**config.mk**
```make
export PLATFORM = sky130hd
export DESIGN_NAME = seq_detect_moore_param
export DESIGN_NICKNAME = d
export VERILOG_FILES = /design/src/rtl/seq_detect_moore_param.sv
export SDC_FILE = /design/constraint.sdc
export NUM_CORES = 1
export LEC_CHECK = 0
export CORE_AREA = 2 2 63 65
export DETAILED_ROUTE_END_ITERATION = 8
export DIE_AREA = 0 0 65 67
export GPL_TIMING_DRIVEN = 0
export PLACE_DENSITY_LB_ADDON = 0.15
export SLEW_MARGIN = 20
export SYNTH_ARGS = -nofsm -noshare
export SYNTH_HDL_FRONTEND = slang
export SYNTH_SLANG_ARGS = --single-unit
```
**constraint.sdc**
```tcl
create_clock -name clk -period 2.8 [get_ports clk]
set_input_delay 0.7 -clock clk [delete_from_list [all_inputs] [get_ports clk]]
set_output_delay 0.7 -clock clk [all_outputs]
set_load 0.02 [all_outputs]
```
**src/rtl/seq_detect_moore_param.sv**
```systemverilog
// ---------------------------------------------------------------------------
// seq_detect_moore_param
// Parametrised Moore serial pattern detector with a runtime-loadable pattern,
// overlap / non-overlap restart, input qualifier and saturating match counter.
//
// Ports
//   clk        rising-edge clock
//   rst        asynchronous active-high reset
//   x          serial data bit
//   x_valid    x is consumed only when high
//   overlap    1 = overlapping matches, 0 = restart after a match
//   load_pat   load pat_in into the pattern register, force state to 0
//   pat_in     new pattern, MSB is the first bit received
//   cnt_clr    synchronous clear of match_cnt (wins over an increment)
//   y          registered match flag, high iff state == LEN
//   match_cnt  saturating count of matches
//   state      matched-prefix length (debug)
// ---------------------------------------------------------------------------
module seq_detect_moore_param #(
  parameter int unsigned    LEN         = 6,
  parameter logic [LEN-1:0] DEFAULT_PAT = 6'b101101,
  parameter int unsigned    CNT_W       = 8
) (
  input  logic                       clk,
  input  logic                       rst,
  input  logic                       x,
  input  logic                       x_valid,
  input  logic                       overlap,
  input  logic                       load_pat,
  input  logic [LEN-1:0]             pat_in,
  input  logic                       cnt_clr,
  output logic                       y,
  output logic [CNT_W-1:0]           match_cnt,
  output logic [$clog2(LEN+1)-1:0]   state
);

  localparam int unsigned SW = $clog2(LEN + 1);
  // History vector holds up to LEN pattern bits plus the incoming bit.
  localparam int unsigned HW = LEN + 1;
  localparam logic [SW-1:0] MATCH_ST = SW'(LEN);

  logic [LEN-1:0] pat_q;
  logic [SW-1:0]  next_st;
  logic [HW-1:0]  pat_ext;
  logic [HW-1:0]  hist;
  logic [HW-1:0]  mask;
  logic [HW-1:0]  pref;
  logic           consume;
  logic           hit;

  // Next matched-prefix length. The history is prefix_k followed by x; the
  // next state is the longest prefix j (j <= k+1, j <= LEN) that equals the
  // last j history bits. Scanning j upward leaves the largest match.
  always_comb begin
    next_st = '0;
    pat_ext = HW'(pat_q);
    hist    = '0;
    mask    = '0;
    pref    = '0;
    if (state == MATCH_ST && !overlap) begin
      // History discarded: only the new bit can start a fresh prefix.
      next_st = (x == pat_q[LEN-1]) ? SW'(1) : '0;
    end else begin
      hist = ((pat_ext >> (LEN - int'(state))) << 1) | HW'(x);
      for (int j = 1; j <= int'(LEN); j++) begin
        mask = (HW'(1) << j) - HW'(1);
        pref = pat_ext >> (int'(LEN) - j);
        if ((j <= int'(state) + 1) && ((hist & mask) == pref)) begin
          next_st = SW'(j);
        end
      end
    end
  end

  // A load in the same cycle discards the data bit.
  assign consume = x_valid & ~load_pat;
  assign hit     = consume & (next_st == MATCH_ST);

  // Pattern, state, match flag and counter registers.
  always_ff @(posedge clk or posedge rst) begin
    if (rst) begin
      pat_q     <= DEFAULT_PAT;
      state     <= '0;
      y         <= 1'b0;
      match_cnt <= '0;
    end else begin
      if (load_pat) begin
        pat_q <= pat_in;
        state <= '0;
        y     <= 1'b0;
      end else if (x_valid) begin
        state <= next_st;
        y     <= (next_st == MATCH_ST);
      end

      if (cnt_clr) begin
        match_cnt <= '0;
      end else if (hit && (match_cnt != {CNT_W{1'b1}})) begin
        match_cnt <= match_cnt + CNT_W'(1);
      end
    end
  end

endmodule
```
* After elaboration in Yosys (flattened, before gate mapping) *
Index checks and enable logic that the tools add are counted.

word-level totals
  latch bits = 0
  bits in writable memories = 0
  bits in registers = 18
  bits in read-only memories = 0
  input port bits = 13
  memories kept = 0
  output and inout bits = 12

cells by class
  bitwise operators = 4
  multiplexer cells = 14
  add/sub/neg operators = 3
  magnitude comparators = 6
  div/mod/pow operators = 0
  shifts and indexed selects = 1
  multipliers = 0
  reductions and logical operators = 11
  eq/ne operators = 10

operators by type and width
  cell                                                                   count
  3-bit by 32-bit <= comparator with 1-bit output, first input constant  2
  4-bit by 32-bit <= comparator with 1-bit output, first input constant  2
  2-bit by 32-bit <= comparator with 1-bit output, first input constant  1
  6-bit by 32-bit right shift with 5-bit output                          1
  3-bit two-way mux                                                      6
  8-bit two-way mux                                                      2
  8-bit by 1-bit adder with 8-bit output, second input constant          1
  1-bit logical AND                                                      8
  8-bit != test, second input constant                                   1
  3-bit == test, second input constant                                   2
  6-bit == test                                                          1
  6-bit by 1-bit bitwise OR with 6-bit output                            1
  5-bit == test                                                          1
  3-bit by 1-bit adder with 4-bit output, second input constant          1
  4-bit == test                                                          1
  3-bit by 4-bit <= comparator with 1-bit output, first input constant   1
  1-bit two-way mux                                                      4
  2-bit two-way mux                                                      2
  2-bit nonzero test                                                     2
  3-bit by 3-bit subtractor with 4-bit output, first input constant      1
  3-bit == test                                                          1
  1-bit bitwise AND                                                      2
  1-bit == test                                                          2
  2-bit == test                                                          1
  2 further kinds                                                        2

* Longest topological paths before layout *
Gate-level depths: netlist (run 1).

  depth in word-level cells = 17
  depth in mapped cells = 12
  depth with buffers taken out = 10

* Least setup slack after synthesis (run 1) *
No wires, ideal clock.

  kind = reg-to-reg
  start = register state[0]
  end = register state[1]
  arrival = 2835 ps
  setup slack = -161 ps
  library setup time = 126 ps
  required time = 2674 ps
  stages on the path, launching flop included = 12
  cell sequence = dfrtp_1 -> buf_4 -> inv_1 -> ha_1 -> inv_1 -> mux4_2 -> o21bai_1 -> o22ai_1 -> nor4_1 -> a2bb2oi_1 -> o21a_1 -> a221o_1

on the way
  word-level cells in the longest chain between the ends = 13
  elaborated cells on any way between the ends = 29
  classes of those cells = add/sub (2); order compare (5); eq/ne (6); shift (1); mux (8); bitwise (1); reduce/logical (6)

RTL lines
  item                                                                                      line  RTL
  start, declared                                                                           34    output logic [$clog2(LEN+1)-1:0] state
  start signal, assigned                                                                    92    state <= next_st;
  branches (longest 10 deep; another with 3-bit by 32-bit <= comparator with 1-bit output)  --
  3-bit two-way mux *                                                                       60    if (state == MATCH_ST && !overlap) begin
  3-bit two-way mux *                                                                       91    end else if (x_valid) begin
  3-bit two-way mux *                                                                       87    if (load_pat) begin

Every way passes the cells marked *. The select of a mux whose other input is x is not followed.
A chain may end at the register's enable or synchronous reset.

* Worst setup path in the final report (run 1) *
  start = register state[0]
  end = register match_cnt[7]

on the way
  word-level cells in the longest chain between the ends = 15
  elaborated cells on any way between the ends = 34
  classes of those cells = add/sub (2); order compare (6); eq/ne (7); shift (1); mux (7); bitwise (2); reduce/logical (9)

RTL lines
  item                                                                                      line  RTL
  branches (longest 10 deep; another with 2-bit by 32-bit <= comparator with 1-bit output)  --
  3-bit two-way mux *                                                                       60
  3-bit == test *                                                                           77    assign hit = consume & (next_st == MATCH_ST);
  1-bit bitwise AND *                                                                       77
  1-bit logical AND *                                                                       98    end else if (hit && (match_cnt != {CNT_W{1'b1}})) begin
  2-bit nonzero test (no source line) *                                                     --
  end signal, assigned                                                                      99    match_cnt <= match_cnt + CNT_W'(1);
  end, declared                                                                             33    output logic [CNT_W-1:0] match_cnt,

Every way passes the cells marked *.

==> reports/qor.csv, run 1 <==
stage;metric;value;unit
power;Switching Fraction;0.307;
cts;Max clock buf depth;2;
grt;vias in the first global route;1604;
yosys;area leader, netlist;dfrtp_1;
yosys;Seq cells post-synth;18;
route;DRC marker count from the first detailed-route iteration;92;
worst_setup_path;Setup crit end kind;register;
route;drt drc;0;
worst_setup_path;crit start category;register;
placed_design;post-detail-place hpwl;3280;microns
layout;Multi-input gate area;0.00128;sq mm
grt;largest net degree at the start of global routing;19;
floorplanning;core region area;0.00361;sq mm
power;Comb pwr share;0.315;
sta;Sum Neg Setup Slack;0;ns
yosys;Avg Inst Size Synth;8.57;sq um
yosys;Post-Syn Area;0.00164;sq mm
layout;final net count;262;
floorplanning;Ports;25;
run;max-cap viol count;0;
cts;CTS tree;yes;
power;Clk network pwr share;0.291;
power;Seq pwr share;0.394;
cts;worst skew pair latency;0.25;ns
floorplanning;Die X;65;microns
grt;grt ovf;0;
cts;cts bufs inserted;3;
sta;Rel. slew slack;0.538;
sta;hold_ws;0.481;ns
power;cell area power density;309;mW/mm^2
power;post-layout power;734;uW
yosys;Post-synth EDFFs;0;
sta;Hold Fails Final Rpt;0;
yosys;Post-Syn Nets;208;
placed_design;Final Wtd Congestion;0.907;
yosys;Async SR Flop Fraction;1.00;
cts;Reg clk slew, reported paths;0.07;ns
worst_setup_path;Critical Path AT;2.93;ns
layout;Fillers;315;
power;Internal;509;uW
cts;root buffer cell;clkbuf_8;
grt;initial antenna violation count;0;
worst_setup_path;CP required;2.98;ns
yosys;ys flop type;dfrtp_1;
yosys;distinct cell type count after synthesis;57;
yosys;register area share after synthesis;0.278;
route;drt wl/cell;16.4;microns
grt;first-pass GRT wire length;7620;microns
route;DR vias/cell;5.69;
placed_design;# port buffers;22;
layout;ANT cells;0;
worst_setup_path;CP Max Fanout;6;
route;DR pass1 iterations;4;
sta;Period minus WS final;2.74;ns
grt;Total GRT Usage;0.227;
layout;FF+latch area;458;sq um
route;DRT antenna net count;0;
cts;Sink Count;18;
yosys;Ys Warns;0;
outcome;status;complete, no violations;
floorplanning;Initial Utilization;0.454;
sta;RSZ-0062 raised after global routing;true;
hold_path;Hold WC Path Type;register to register;
power;P_leak;0.908;nW
floorplanning;Die ar.;0.00436;sq mm
layout;Area Growth Syn to Fin;45.1;%
layout;layout cells sized above 1;0.340;
yosys;top cell type's share of synthesized area;0.214;
yosys;Cells after Synth;191;
yosys;Synth area leaders;dfrtp_1 (21%), dfstp_2 (6.4%), xnor2_1 (6.4%), nor2_1 (4.1%), nand2_1 (3.7%);
sta;worst slew pin tran;0.692;ns
route;vias after detailed routing;1661;
sta;fmax;0.365;GHz
power;VDD IR max;207;uV
worst_setup_path;WS Path Type;register to register;
sta;period utilization;0.979;
floorplanning;Die Ht;67;microns
sta;Fin Clk Skew;0.00292;ns
power;sw power;225;uW
cts;H-tree Lvls;1;
floorplanning;Row Count;22;
sta;Slew Viols, Final;0;
route;Routed WL;4800;microns
sta;endpoints failing setup;0;
-- worst max-delay path, cell delays in order, from the launching register on --
cell and delay (ns):
dfrtp_2 0.43, buf_6 0.12, ha_4 0.19, xor2_4 0.23, nand2_2 0.11, o31ai_2 0.24
nand4b_1 0.19, nor4b_4 0.30, buf_4 0.19, nand2_8 0.06, or4_4 0.47, a21oi_2 0.13
-- synthesized netlist by cell type (3+ instances only) --
master     n
nor2_1    18
a211oi_1   3
o21ai_0    5
clkbuf_1   5
nor2b_1    5
dfstp_2    4
dfrtp_1   14
a21oi_1    9
ha_1       4
nor3b_1    3
o31ai_1    5
nand2_1   16
or3_1      3
mux2_2     5
nor3_1     5
a21o_1     3
xor2_1     5
xnor2_1   12
nand3_1    5
nand4_1    4
or4_1      4
inv_1      6
a31oi_1    5
-- layout make-up --
type                       count  share of cell area
tap                           48              0.0253
sequential                    18               0.193
inverter                       6              0.0121
timing repair buffer          49               0.179
multi-input combinational    156               0.539
buffer                        11              0.0290
clock buffer                   4              0.0232
-- repair_timing --
action / in CTS / in global routing
resized for setup: 13 / 24
hold buffers: 0 / 0
pin swaps: 6 / 17
hold endpoints to repair: 0 / 0
endpoints found under the setup margin: 10 / 7
buffers inserted: 14 / 13
-- flip-flops by register name (all words and copies together) (netlist names) --
signal,cells
match_cnt,8
pat_q,6
state,3
y,1
-- metrics by stage --
stage / util / cells / worst slack, ns / instance area, sq um
floorplan: - / 191 / 0.0258 / 1660
global placement: 0.537 / 261 / -0.317 / 1940
detailed placement: 0.537 / 261 / -0.375 / 1940
CTS: 0.605 / 279 / 0.0000115 / 2180
global route: 0.659 / 292 / -0.105 / 2370
finish: 0.659 / 292 / 0.0590 / 2370
-- final timing paths --
kind / start / endpoint / slack [ns] / cells past startpoint
worst max register to register: state[0] / match_cnt[7] / 0.06 / 11
min in group asynchronous: rst / match_cnt[4] / 0.85 / 2
worst min register to register: y / y / 0.48 / 1
worst max-delay path: state[0] / match_cnt[7] / 0.06 / 11
max in group asynchronous: rst / state[1] / 1.47 / 2
worst min-delay path: y / y / 0.48 / 1
-- power groups by stage --
stage               clock [mW]  combinational [mW]  sequential, mW
global route             0.231               0.249           0.291
detailed placement           0               0.184           0.293
finish                   0.214               0.231           0.289
CTS                      0.218               0.206           0.288
floorplan                    0               0.136           0.289
global placement             0               0.180           0.292
-- kinds of logic after synthesis --
family	after synthesis	synth area share
and+or+nand+nor	75	0.251
AOI/OAI and AO/OA	50	0.220
xor gates and xnor gates	19	0.111
DFF	18	0.278
buffers and inverters	17	0.0489
muxes	8	0.0604
adders and majority gates	4	0.0306
-- placed cells by master (no fill, tap or decap), types with 2 or more instances in the layout --
cell | Yosys | final
clkdlybuf4s50_1 | 0 | 22
dfrtp_2 | 0 | 2
a211oi_2 | 2 | 3
o31ai_1 | 5 | 4
xnor2_1 | 12 | 11
clkbuf_8 | 0 | 4
a21o_1 | 3 | 3
nand2_2 | 1 | 3
mux2_2 | 5 | 5
nor3b_1 | 3 | 2
o21ai_0 | 5 | 5
nor2_1 | 18 | 17
a21oi_2 | 0 | 2
buf_4 | 2 | 26
a21oi_1 | 9 | 7
buf_6 | 1 | 4
nor2b_1 | 5 | 5
or4_4 | 0 | 2
dfstp_2 | 4 | 4
nand4_1 | 4 | 4
dfrtp_1 | 14 | 12
nor3_1 | 5 | 4
ha_1 | 4 | 2
nand2_1 | 16 | 14
or3_1 | 3 | 3
a31oi_1 | 5 | 4
nand2b_1 | 2 | 2
xor2_1 | 5 | 5
inv_1 | 6 | 4
a211oi_1 | 3 | 2
nand3_1 | 5 | 4
ha_4 | 0 | 2
or4_1 | 4 | 2
clkbuf_1 | 5 | 5
a21boi_1 | 2 | 3
nor2_2 | 1 | 2
-- routing by layer --
metal	track usage	part of all wire	vias up
li1	-	-	806
met1	0.276	0.44	803
met2	0.405	0.52	37
met3	0.0236	0.025	15
met4	0.101	0.022	0
met5	0	0	-
Note: power is estimated with default switching activity, not from simulation.
==> inputs of run 2 (changes only) <==
--- a/config.mk
+++ b/config.mk
@@ -6,4 +6,5 @@
 export NUM_CORES = 1
 export LEC_CHECK = 0
+export ABC_CLOCK_PERIOD_IN_PS = 2800
 export CORE_AREA = 2 2 63 65
 export DETAILED_ROUTE_END_ITERATION = 8
==> constraint.sdc (replaced) <==
create_clock -name clk -period 2.8 [get_ports clk]
set_input_delay 0.28 -clock clk [delete_from_list [all_inputs] [get_ports clk]]
set_output_delay 0.28 -clock clk [all_outputs]
set_load 0.02 [all_outputs]
==> results of run 2 <==
The final DEF is identical to that of run 1. Status: complete, no violations.
Among the figures that moved: hold slack 0.481 ns -> 0.418 ns; end point of the worst hold path y -> match_cnt[2]
==> inputs of run 3 (changes only) <==
CORE_AREA = 2 2 45 89   (was 2 2 63 65)
DIE_AREA = 0 0 47 91   (was 0 0 65 67)
HOLD_SLACK_MARGIN = 0.03   (was unset)
==> run 3 against run 2 <==
The flow now finishes with violations (negative setup slack). Global-route usage increased by 2.9 points. Non-clock buffer count fell by 4. Sequential cell count stayed put. Design area is 1.2% lower. Critical endpoint is now state[1]. Register-to-register slack got worse by 0.08 ns. First-iteration DRC count is 70% lower. Fmax is 2.8% lower. Sequential share of layout area up 0.24 points. Worst hold slack improved by 0.010 ns. Largest cell class unchanged.
==> reports/qor.csv, run 3 (synthesis gave the netlist of run 1 again) <==
stage;metric;value;unit
outcome;status;finished with violations;
outcome;failing checks;negative setup slack;
route;uppermost layer routed;met4;
placed_design;placed insts;262;
cts;H-tree Lvls;1;
worst_setup_path;Crit path largest cell delay;0.55;ns
cts;CTS tree;yes;
layout;Area Growth Syn to Fin;43.3;%
route;DR vias/cell;5.78;
sta;Hold Fails Final Rpt;0;
floorplanning;Initial Utilization;0.459;
layout;Fillers;323;
sta;worst slew pin tran;0.680;ns
worst_setup_path;CP cell instances;buf_6 > clkinvlp_4 > ha_4 > inv_4 > mux4_2 > o21bai_4 > o22ai_2 > nor4_2 > buf_4 > a2bb2oi_2 > o21a_1 > a221o_1;
grt;vias in the first global route;1701;
layout;max FFs per register;8;
worst_setup_path;Critical Path AT;2.96;ns
worst_setup_path;Reg2Reg Depth;12;
placed_design;# port buffers;22;
sta;final worst setup slack;-0.0211;ns
layout;commonest non-fill, non-tap cell in the layout;clkdlybuf4s50_1;
power;cell area power density;310;mW/mm^2
worst_setup_path;crit start category;register;
placed_design;Final Wtd Congestion;0.953;
layout;final net count;258;
cts;Max clock buf depth;2;
sta;endpoints failing setup;1;
sta;RSZ-0062 raised after global routing;true;
layout;layout cells sized above 1;0.333;
cts;root buffer cell;clkbuf_8;
route;vias after detailed routing;1671;
placed_design;dpl ws;-0.393;ns
worst_setup_path;CP Max Fanout;7;
route;DR WL met2;3060;microns
route;DRT antenna net count;0;
worst_setup_path;Setup crit end kind;register;
floorplanning;Die ar.;0.00428;sq mm
grt;largest net degree at the start of global routing;19;
sta;period utilization;1.01;
route;drt wl/cell;17.5;microns
layout;fin cells;289;
cts;Reg clk slew, reported paths;0.07;ns
floorplanning;Row Count;31;
layout;Final Cell Area;0.00235;sq mm
floorplanning;core region area;0.00357;sq mm
sta;fmax;0.354;GHz
power;VDD IR max;316;uV
placed_design;post-detail-place hpwl;3750;microns
route;Met1 Wirelength;1710;microns
layout;Largest regs;match_cnt (8), pat_q (6), state (3);
grt;first-pass GRT wire length;8020;microns
placed_design;post-place instance area;0.00194;sq mm
power;P_leak;0.912;nW
cts;worst skew pair latency;0.25;ns
cts;hold_buf cts;0;
route;Routed WL;5070;microns
sta;Slew Viols, Final;0;
route;DR WL met3;141;microns
hold_path;Hold WC Path Type;primary input to register;
route;DRC marker count from the first detailed-route iteration;28;
cts;Sink Count;18;
grt;initial antenna violation count;0;
layout;most frequent cells in the layout;clkdlybuf4s50_1 (22), buf_4 (21), nor2_1 (17);
route;drt drc;0;
grt;grt ovf;0;
route;DR pass1 iterations;4;
cts;cts bufs inserted;3;
floorplanning;Ports;25;
grt;Total GRT Usage;0.256;
run;max-cap viol count;0;
floorplanning;Die Ht;91;microns
worst_setup_path;slowest cell on the critical path;mux4_2;
sta;Period minus WS final;2.82;ns
floorplanning;Die X;47;microns
sta;Rel. slew slack;0.546;
worst_setup_path;CP required;2.94;ns
worst_setup_path;WS Path Type;register to register;
layout;Most flops, register;match_cnt;
hold_path;Hold Path Cell Cnt;2;
sta;Fin Clk Skew;0.00448;ns
layout;ANT cells;0;
[run 3: cell types whose count changed in the layout (fill, tap and decap cells not counted), moves of 2 or more]
cell	change
o21ai_0	-2
nand2_4	+2
o21ai_1	+2
buf_4	-5
[run 3: where the power goes]
part / switching [mW] / total, mW / leakage, nW / internal [mW]
registers: 0.0132 / 0.288 / 0.230 / 0.275
clock network: 0.0872 / 0.212 / 0.0288 / 0.125
logic: 0.122 / 0.228 / 0.653 / 0.106
[run 3: layout make-up]
cell class / instances / area (sq um) / share of cell area
Inverter: 6 / 28.8 / 0.0123
Tap cell: 49 / 61.3 / 0.0261
Buffer: 11 / 71.3 / 0.0304
Timing Repair Buffer: 45 / 398 / 0.170
Multi-Input combinational cell: 156 / 1270 / 0.543
Sequential cell: 18 / 458 / 0.195
Clock buffer: 4 / 55.1 / 0.0235
[run 3: worst max-delay path, delay by kind of cell, from the launching register on]
family	cells	cell delay, ns
flip-flops	1	0.38
AO/OA/AOI/OAI	5	0.79
adder cells (fa/ha/maj)	1	0.30
AND/OR/NAND/NOR	1	0.23
buffers and inverters	4	0.43
multiplexers	1	0.55
[run 3: per-stage QoR]
step | utilization | setup TNS, ns | power, mW | hold slack [ns]
final | 0.657 | -0.0211 | 0.728 | 0.428
after global routing | 0.657 | -0.563 | 0.761 | 0.449
after CTS | 0.600 | -0.000960 | 0.706 | 0.400
after floorplan | - | 0 | 0.425 | 0.216
after global placement | 0.543 | -1.32 | 0.476 | 0.464
after detailed placement | 0.543 | -1.83 | 0.479 | 0.471
[run 3: timing repair]
item / 4_1_cts / 5_1_grt
hold endpoints to repair: 0 / 0
buffers inserted: 11 / 12
pin swaps: 9 / 23
setup endpoints to repair: 11 / 10
resized for setup: 10 / 32
[run 3: final timing paths]
check | start | to | slack [ns]
setup / recovery | state[0] | state[1] | -0.02
hold / removal | cnt_clr | match_cnt[2] | 0.43
setup reg to reg | state[0] | state[1] | -0.02
hold reg to reg | y | y | 0.48
max in group asynchronous | rst | state[0] | 1.89
min in group asynchronous | rst | match_cnt[4] | 0.44
[run 3: metal layers]
metal  vias to the layer above  global-route usage
met5                         -                   0
met2                        46               0.484
met1                       814               0.267
li1                        798                   -
met4                         0              0.0926
met3                        13              0.0159
